[src/rtl/ps2_pkg.sv]
// ---------------------------------------------------------------------------
// ps2_pkg
// Shared types and helpers for the PS/2 keyboard controller.
//   dec_state_e       : scan-code decode states (BASE, EXT, BREAK, EXT_BREAK)
//   frame_state_e     : serial frame receiver states (IDLE, DATA, PARITY, STOP)
//   PS2_EXT/BRK       : extended-prefix and break-prefix scan codes
//   PS2_LSHIFT/RSHIFT : shift key make codes
//   ps2_set2_to_ascii : set-2 make code -> ASCII (0x00 for unmapped codes)
// Build option: PS2_SHIFT_EN enables shift-key tracking (lowercase letters
// unless a shift is held, shifted digit row and '?').
// ---------------------------------------------------------------------------
package ps2_pkg;

  typedef enum logic [1:0] {BASE, EXT, BREAK, EXT_BREAK} dec_state_e;
  typedef enum logic [1:0] {IDLE, DATA, PARITY, STOP} frame_state_e;

  localparam logic [7:0] PS2_EXT    = 8'hE0;
  localparam logic [7:0] PS2_BRK    = 8'hF0;
  localparam logic [7:0] PS2_LSHIFT = 8'h12;
  localparam logic [7:0] PS2_RSHIFT = 8'h59;

`ifdef PS2_SHIFT_EN
  localparam bit PS2_SHIFT_FEATURE = 1'b1;
`else
  localparam bit PS2_SHIFT_FEATURE = 1'b0;
`endif

  // Without the shift feature letters are always uppercase and symbols are
  // never shifted, whatever the caller passes in.
  function automatic logic [7:0] ps2_set2_to_ascii(input logic [7:0] code,
                                                   input logic       shift);
    logic [7:0] ch;
    logic       caps;
    logic       sym;
    caps = shift || !PS2_SHIFT_FEATURE;
    sym  = shift && PS2_SHIFT_FEATURE;
    case (code)
      8'h1C: ch = "A";  8'h32: ch = "B";  8'h21: ch = "C";  8'h23: ch = "D";
      8'h24: ch = "E";  8'h2B: ch = "F";  8'h34: ch = "G";  8'h33: ch = "H";
      8'h43: ch = "I";  8'h3B: ch = "J";  8'h42: ch = "K";  8'h4B: ch = "L";
      8'h3A: ch = "M";  8'h31: ch = "N";  8'h44: ch = "O";  8'h4D: ch = "P";
      8'h15: ch = "Q";  8'h2D: ch = "R";  8'h1B: ch = "S";  8'h2C: ch = "T";
      8'h3C: ch = "U";  8'h2A: ch = "V";  8'h1D: ch = "W";  8'h22: ch = "X";
      8'h35: ch = "Y";  8'h1A: ch = "Z";
      8'h45: ch = sym ? ")" : "0";
      8'h16: ch = sym ? "!" : "1";
      8'h1E: ch = sym ? "@" : "2";
      8'h26: ch = sym ? "#" : "3";
      8'h25: ch = sym ? "$" : "4";
      8'h2E: ch = sym ? "%" : "5";
      8'h36: ch = sym ? "^" : "6";
      8'h3D: ch = sym ? "&" : "7";
      8'h3E: ch = sym ? "*" : "8";
      8'h46: ch = sym ? "(" : "9";
      8'h29: ch = " ";
      8'h41: ch = ",";
      8'h49: ch = ".";
      8'h4A: ch = sym ? "?" : "/";
      8'h5A: ch = 8'h0D;
      8'h66: ch = 8'h08;
      default: ch = 8'h00;
    endcase
    // Table holds uppercase; fold to lowercase only inside the letter range.
    if (!caps && (ch >= "A") && (ch <= "Z")) begin
      ch = ch + 8'h20;
    end
    return ch;
  endfunction

endpackage

[src/rtl/ps2_rx_frame.sv]
// ---------------------------------------------------------------------------
// ps2_rx_frame
// Synchronises PS2_CLK/PS2_DAT, detects falling keyboard-clock edges and
// assembles 11-bit frames (start, 8 data LSB first, odd parity, stop).
//   clk_i, rst_i   : system clock, async active-high reset
//   ps2_clk_i/dat_i: raw keyboard lines
//   rx_byte_o      : last received byte (valid while rx_vld_o is high)
//   rx_vld_o       : one-cycle pulse for each good frame
//   frame_err_o    : one-cycle pulse on start/parity/stop error or timeout
//   busy_o         : frame FSM not IDLE
// ---------------------------------------------------------------------------
module ps2_rx_frame
  import ps2_pkg::*;
#(
  parameter int TIMEOUT_CYCLES = 100000,
  parameter int SYNC_STAGES    = 2
) (
  input  logic       clk_i,
  input  logic       rst_i,
  input  logic       ps2_clk_i,
  input  logic       ps2_dat_i,
  output logic [7:0] rx_byte_o,
  output logic       rx_vld_o,
  output logic       frame_err_o,
  output logic       busy_o
);

  localparam int TW = $clog2(TIMEOUT_CYCLES + 1);

  logic [SYNC_STAGES-1:0] clk_sync_q;
  logic [SYNC_STAGES-1:0] dat_sync_q;
  logic                   clk_prev_q;
  logic                   clk_s;
  logic                   dat_s;
  logic                   fall;

  frame_state_e state_q, state_d;
  logic [2:0]   bit_cnt_q, bit_cnt_d;
  logic [7:0]   shreg_q, shreg_d;
  logic         par_q, par_d;
  logic [TW-1:0] tmo_q, tmo_d;
  logic         rx_vld_q, rx_vld_d;
  logic         err_q, err_d;

  assign clk_s = clk_sync_q[SYNC_STAGES-1];
  assign dat_s = dat_sync_q[SYNC_STAGES-1];
  assign fall  = clk_prev_q && !clk_s;

  // Idle-high lines: reset the synchronisers to 1 so reset release never
  // looks like a falling edge.
  always_ff @(posedge clk_i or posedge rst_i) begin
    if (rst_i) begin
      clk_sync_q <= '1;
      dat_sync_q <= '1;
      clk_prev_q <= 1'b1;
    end else begin
      clk_sync_q <= {clk_sync_q[SYNC_STAGES-2:0], ps2_clk_i};
      dat_sync_q <= {dat_sync_q[SYNC_STAGES-2:0], ps2_dat_i};
      clk_prev_q <= clk_s;
    end
  end

  always_comb begin
    state_d   = state_q;
    bit_cnt_d = bit_cnt_q;
    shreg_d   = shreg_q;
    par_d     = par_q;
    rx_vld_d  = 1'b0;
    err_d     = 1'b0;
    tmo_d     = (state_q == IDLE || fall) ? '0 : tmo_q + TW'(1);
    // A falling edge in the same cycle as expiry keeps the frame alive.
    if (state_q != IDLE && !fall && tmo_q == TW'(TIMEOUT_CYCLES - 1)) begin
      state_d = IDLE;
      err_d   = 1'b1;
      tmo_d   = '0;
    end else if (fall) begin
      case (state_q)
        IDLE: begin
          if (!dat_s) begin
            state_d   = DATA;
            bit_cnt_d = 3'd0;
          end else begin
            err_d = 1'b1;
          end
        end
        DATA: begin
          shreg_d   = {dat_s, shreg_q[7:1]};
          bit_cnt_d = bit_cnt_q + 3'd1;
          if (bit_cnt_q == 3'd7) state_d = PARITY;
        end
        PARITY: begin
          par_d   = dat_s;
          state_d = STOP;
        end
        STOP: begin
          if ((^shreg_q ^ par_q) && dat_s) rx_vld_d = 1'b1;
          else                             err_d    = 1'b1;
          state_d = IDLE;
        end
        default: state_d = IDLE;
      endcase
    end
  end

  always_ff @(posedge clk_i or posedge rst_i) begin
    if (rst_i) begin
      state_q   <= IDLE;
      bit_cnt_q <= 3'd0;
      shreg_q   <= 8'h00;
      par_q     <= 1'b0;
      tmo_q     <= '0;
      rx_vld_q  <= 1'b0;
      err_q     <= 1'b0;
    end else begin
      state_q   <= state_d;
      bit_cnt_q <= bit_cnt_d;
      shreg_q   <= shreg_d;
      par_q     <= par_d;
      tmo_q     <= tmo_d;
      rx_vld_q  <= rx_vld_d;
      err_q     <= err_d;
    end
  end

  assign rx_byte_o   = shreg_q;
  assign rx_vld_o    = rx_vld_q;
  assign frame_err_o = err_q;
  assign busy_o      = (state_q != IDLE);

endmodule

[src/rtl/ps2_kbd_ctrl.sv]
// ---------------------------------------------------------------------------
// ps2_kbd_ctrl
// PS/2 keyboard front end: frame receiver, set-2 decode to ASCII, character
// FIFO and sticky error flags.
//   CLK, RST            : system clock, async active-high reset
//   PS2_CLK, PS2_DAT    : keyboard lines (asynchronous)
//   KEY_ASCII/KEY_VALID : FIFO head (0x00 when empty) / FIFO not empty
//   KEY_READY           : consumer accept
//   FIFO_COUNT          : entries held
//   ERR                 : [0] frame error, [1] FIFO overflow (sticky)
//   CLR_ERR             : clears ERR (a same-cycle new error still sets)
//   BUSY                : frame receiver mid-frame
// Handshake: a character transfers on every cycle where KEY_VALID and
// KEY_READY are both high; KEY_ASCII is stable while KEY_VALID is high and
// not accepted. KEY_READY with KEY_VALID low has no effect.
// Build option: PS2_SHIFT_EN adds left/right shift tracking.
// ---------------------------------------------------------------------------
module ps2_kbd_ctrl
  import ps2_pkg::*;
#(
  parameter int FIFO_DEPTH     = 8,
  parameter int TIMEOUT_CYCLES = 100000,
  parameter int SYNC_STAGES    = 2
) (
  input  logic                            CLK,
  input  logic                            RST,
  input  logic                            PS2_CLK,
  input  logic                            PS2_DAT,
  output logic [7:0]                      KEY_ASCII,
  output logic                            KEY_VALID,
  input  logic                            KEY_READY,
  output logic [$clog2(FIFO_DEPTH+1)-1:0] FIFO_COUNT,
  output logic [1:0]                      ERR,
  input  logic                            CLR_ERR,
  output logic                            BUSY
);

  localparam int AW = $clog2(FIFO_DEPTH);
  localparam int CW = $clog2(FIFO_DEPTH + 1);

  logic [7:0] rx_byte;
  logic       rx_vld;
  logic       frame_err;

  ps2_rx_frame #(
    .TIMEOUT_CYCLES(TIMEOUT_CYCLES),
    .SYNC_STAGES   (SYNC_STAGES)
  ) u_rx (
    .clk_i      (CLK),
    .rst_i      (RST),
    .ps2_clk_i  (PS2_CLK),
    .ps2_dat_i  (PS2_DAT),
    .rx_byte_o  (rx_byte),
    .rx_vld_o   (rx_vld),
    .frame_err_o(frame_err),
    .busy_o     (BUSY)
  );

  // ---------------- decode FSM ----------------
  dec_state_e dec_q, dec_d;
  logic       push_q, push_d;
  logic [7:0] push_char_q, push_char_d;
  logic [7:0] lookup;
  logic       shift_held;

`ifdef PS2_SHIFT_EN
  logic lshift_q, lshift_d, rshift_q, rshift_d;
  assign shift_held = lshift_q || rshift_q;
`else
  assign shift_held = 1'b0;
`endif

  always_comb begin
    dec_d       = dec_q;
    push_d      = 1'b0;
    push_char_d = push_char_q;
`ifdef PS2_SHIFT_EN
    lshift_d    = lshift_q;
    rshift_d    = rshift_q;
`endif
    lookup      = ps2_set2_to_ascii(rx_byte, shift_held);
    if (rx_vld) begin
      case (dec_q)
        BASE: begin
          if (rx_byte == PS2_EXT) begin
            dec_d = EXT;
          end else if (rx_byte == PS2_BRK) begin
            dec_d = BREAK;
          end else begin
`ifdef PS2_SHIFT_EN
            if (rx_byte == PS2_LSHIFT) lshift_d = 1'b1;
            if (rx_byte == PS2_RSHIFT) rshift_d = 1'b1;
`endif
            // Shift codes look up as zero, so they are never queued.
            if (lookup != 8'h00) begin
              push_d      = 1'b1;
              push_char_d = lookup;
            end
          end
        end
        EXT:       dec_d = (rx_byte == PS2_BRK) ? EXT_BREAK : BASE;
        BREAK: begin
`ifdef PS2_SHIFT_EN
          if (rx_byte == PS2_LSHIFT) lshift_d = 1'b0;
          if (rx_byte == PS2_RSHIFT) rshift_d = 1'b0;
`endif
          dec_d = BASE;
        end
        EXT_BREAK: dec_d = BASE;
        default:   dec_d = BASE;
      endcase
    end
  end

  always_ff @(posedge CLK or posedge RST) begin
    if (RST) begin
      dec_q       <= BASE;
      push_q      <= 1'b0;
      push_char_q <= 8'h00;
`ifdef PS2_SHIFT_EN
      lshift_q    <= 1'b0;
      rshift_q    <= 1'b0;
`endif
    end else begin
      dec_q       <= dec_d;
      push_q      <= push_d;
      push_char_q <= push_char_d;
`ifdef PS2_SHIFT_EN
      lshift_q    <= lshift_d;
      rshift_q    <= rshift_d;
`endif
    end
  end

  // ---------------- character FIFO ----------------
  logic [7:0]    mem_q [FIFO_DEPTH];
  logic [AW-1:0] wr_ptr_q, rd_ptr_q;
  logic [CW-1:0] count_q;
  logic          full;
  logic          do_pop;
  logic          do_push;
  logic          overflow;
  logic [1:0]    err_q;

  assign KEY_VALID = (count_q != '0);
  assign full      = (count_q == CW'(FIFO_DEPTH));
  assign do_pop    = KEY_VALID && KEY_READY;
  // A pop in the same cycle frees the slot the push needs.
  assign do_push   = push_q && (!full || do_pop);
  assign overflow  = push_q && full && !do_pop;

  always_ff @(posedge CLK) begin
    if (do_push) mem_q[wr_ptr_q] <= push_char_q;
  end

  // Power-of-two depth: pointers wrap by natural overflow.
  always_ff @(posedge CLK or posedge RST) begin
    if (RST) begin
      wr_ptr_q <= '0;
      rd_ptr_q <= '0;
      count_q  <= '0;
      err_q    <= 2'b00;
    end else begin
      if (do_push) wr_ptr_q <= wr_ptr_q + AW'(1);
      if (do_pop)  rd_ptr_q <= rd_ptr_q + AW'(1);
      count_q  <= count_q + CW'(do_push) - CW'(do_pop);
      err_q[0] <= frame_err || (err_q[0] && !CLR_ERR);
      err_q[1] <= overflow  || (err_q[1] && !CLR_ERR);
    end
  end

  assign KEY_ASCII  = KEY_VALID ? mem_q[rd_ptr_q] : 8'h00;
  assign FIFO_COUNT = count_q;
  assign ERR        = err_q;

endmodule

[config.mk]
export PLATFORM = sky130hd
export DESIGN_NAME = ps2_kbd_ctrl
export DESIGN_NICKNAME = d
export VERILOG_FILES = /design/src/rtl/ps2_pkg.sv /design/src/rtl/ps2_rx_frame.sv /design/src/rtl/ps2_kbd_ctrl.sv
export SDC_FILE = /design/constraint.sdc
export NUM_CORES = 1
export LEC_CHECK = 0
export ABC_CLOCK_PERIOD_IN_PS = 6800
export CORE_UTILIZATION = 62
export CTS_CLUSTER_SIZE = 12
export DETAILED_ROUTE_END_ITERATION = 16
export GPL_TIMING_DRIVEN = 0
export PLACE_DENSITY_LB_ADDON = 0.05
export SYNTH_ARGS = -nofsm -noshare
export SYNTH_HDL_FRONTEND = slang
export SYNTH_SLANG_ARGS = --single-unit
[constraint.sdc]
create_clock -name CLK -period 6.8 [get_ports CLK]
set_clock_uncertainty 0.05 [all_clocks]
set_input_delay 1.02 -clock CLK [delete_from_list [all_inputs] [get_ports CLK]]
set_output_delay 1.02 -clock CLK [all_outputs]
set_load 0.02 [all_outputs]
==> flow_summary.ini <==
[status]
status = complete, no violations

[hold_path]
min_path_cells = 0
hold_end = u_rx.dat_sync_q[1]
holdCritStartpoint = u_rx.dat_sync_q[0]
hold_path_class = register to register

[route]
post_drt_wl_per_cell_um = 17.9
remaining_drc_errors = 0
ant_nets = 0
drtIter0Drc = 207
via_per_inst = 5.93
drt_wl_total_um = 12200
vias = 4041
drt_pass1_iterations = 5

[global_route]
overflow = 0
antenna_found_initial = 0
grt_pass1_wl_um = 20500
busiest_layer = met2
met3_usage_pct = 6.47
gr-usage-met1_pct = 35.5
met2_usage_pct = 45.7
grt_max_degree = 33
grt_pass1_vias = 4039
track_usage_pct = 27.6

[placement]
place_congestion = 0.983
io_buffers = 20
dpl.hpwl_um = 8500
place_ws_ns = 3.23

[sta]
period_minus_slack_ns = 4.08
fin_crit_sh_pct = 60.0
fin_ws_ns = 2.72
slew_headroom_pct = 24.3
finalSetupTns_ns = 0
slew_viol_final = 0
fmax_ghz = 0.245
rsz0062_at_grt = no
setup_viol = 0
hold_viol = 0
worstMarginPinSlew_ns = 1.13

[clock_network]
cts_resized = 0
h-tree-depth = 4
clk_path_buf_depth = 2
worst_skew_pair.late_latency_ns = 0.52
cts_made_buffers = 17
postCtsSetupRepairBufs = 0
clkSinkCount = 116
cts_hold_buf = 0
cts_tree = done
cts_root_buf = clkbuf_8
clk_pin_slew_ns = 0.06

[cells_and_area]
nNetsFinal = 573
fillers = 595
antenna_cells = 0
layout_common_cells = 56 x edfxtp_1, 55 x dfrtp_1, 43 x nor2_1
drive_above_1_share_pct = 14.1
syn_to_final_growth_pct = 16.4
final_common_cell = edfxtp_1

[critical_path]
startpoint_type = register
critPathRequiredTime_ns = 5.73
critPathKind = register to primary output
r2r_end = push_q
reg2regPathDepth = 8
r2r_slack_ns = 3.54
crit_fanout = 10
arrival_ns = 3.01
endpoint_kind = primary output
r2r-start = u_rx.rx_byte_o[0]

[job]
max_cap_violations = 0

[synthesis]
yosys_warnings = 0
synth_top_cell_area_share_pct = 28.5
synth_top_flop_cell = edfxtp_1
syn_nets = 533
synth_seq_area_share_pct = 54.1
synth.cell_area_sq_um = 5890
synth_top_area_cell = edfxtp_1
avgSynthCellArea_sq_um = 11.8
ys_ff_latch = 116
synthCells = 500
synth_area_leaders = edfxtp_1 29%, dfrtp_1 23%, mux4_2 5.7%
async_flop_share_pct = 51.7
synth_cell_types = 67
synth_edf_count = 56

[power_and_ir_drop]
max-vdd-ir-drop_v = 0.000243
finalPower_w = 0.00301
p_per_area_nw_per_um2 = 438
p_leak_nw = 2.76

[die]
std_cell_rows = 35
die_y_um = 99.5
die_x_um = 99.5
coreArea_sq_um = 9240
start_util_pct = 63.8
ios = 22
die-area_sq_um = 9900
[synth_stat cells (8+ instances only)]
cell type	n
xor2_1	12
xnor2_1	13
a21oi_1	15
nand2_1	41
nand3_1	15
nor2b_1	8
dfrtp_1	55
mux2i_1	13
nor3_1	8
edfxtp_1	56
mux4_2	15
clkbuf_1	9
nand2b_1	12
nor2_1	43
inv_1	27
ha_1	26
o21ai_0	22
[area by class of cell]
cell class | count | area (sq um) | area share (%)
Buffer | 24 | 124 | 1.81
Clock buffer | 17 | 414 | 6.04
Clock inverter | 15 | 169 | 2.46
Inverter | 28 | 105 | 1.53
Multi-Input combinational cell | 332 | 2480 | 36.1
Sequential cell | 116 | 3190 | 46.5
Tap cell | 129 | 161 | 2.35
Timing Repair Buffer | 21 | 220 | 3.21
[flip-flops by register name, indices dropped and copies added (netlist names), 2 cells and up]
name and cells:
u_rx.rx_byte_o 8, wr_ptr_q 3, push_char_q 7, mem_q 56, FIFO_COUNT 4, rd_ptr_q 3, u_rx.bit_cnt_q 3, ERR 2
dec_q 2, u_rx.tmo_q 17, u_rx.dat_sync_q 2, u_rx.clk_sync_q 2, u_rx.state_q 2
[layer usage]
metal | routed length (um) | up-vias
li1 | - | 1897
met1 | 5260 | 1977
met2 | 6170 | 148
met3 | 595 | 19
met4 | 214 | 0
met5 | 0 | -
[cell families (layout without fill, tap and decap cells)]
kind of cell / Yosys count / in the layout / share of synthesized area, %
xor+xnor: 25 / 25 / 3.71
compound gates: 84 / 84 / 9.87
buf+inv: 52 / 105 / 3.88
fa+ha+maj: 27 / 27 / 5.86
other cells: 1 / 1 / 0.0636
flops: 116 / 116 / 54.1
simple gates: 162 / 162 / 13.6
mux: 33 / 33 / 8.89
[how the worst max path moves through the flow]
| stage | from | endpoint | slack (ns) | cells after the start |
|---|---|---|---|---|
| floorplan | rd_ptr_q[0] | KEY_ASCII[4] | 3.97 | 5 |
| global placement | RST | FIFO_COUNT[1] | 3.22 | 2 |
| detailed placement | rd_ptr_q[0] | KEY_ASCII[5] | 3.23 | 6 |
| CTS | rd_ptr_q[0] | KEY_ASCII[5] | 2.63 | 6 |
| global route | rd_ptr_q[0] | KEY_ASCII[5] | 2.49 | 6 |
| finish | rd_ptr_q[0] | KEY_ASCII[6] | 2.72 | 6 |
[through the flow]
step	hold slack (ns)	util, %	std cells	instance area [sq um]
2_1_floorplan	0.295	-	500	5890
3_3_place_gp	0.298	67.7	649	6260
3_5_place_dp	0.299	67.9	650	6280
4_1_cts	0.307	74.2	682	6860
5_1_grt	0.313	74.2	682	6860
6_report	0.308	74.2	682	6860
[power breakdown]
group	internal (W)	leakage (nW)	switching, W
combinational	0.000530	1.24	0.000679
clock	0.000531	0.284	0.000345
sequential	0.000829	1.23	0.0000918
[worst max-delay path: stages, from the launching register on]
cell and delay [ns]:
dfrtp_1 0.35, clkbuf_1 0.36, buf_2 0.41, mux4_2 0.57, mux2i_1 0.17, nor2_1 0.06
clkdlybuf4s50_1 0.55
No activity file was read; power rests on OpenSTA's default activity.
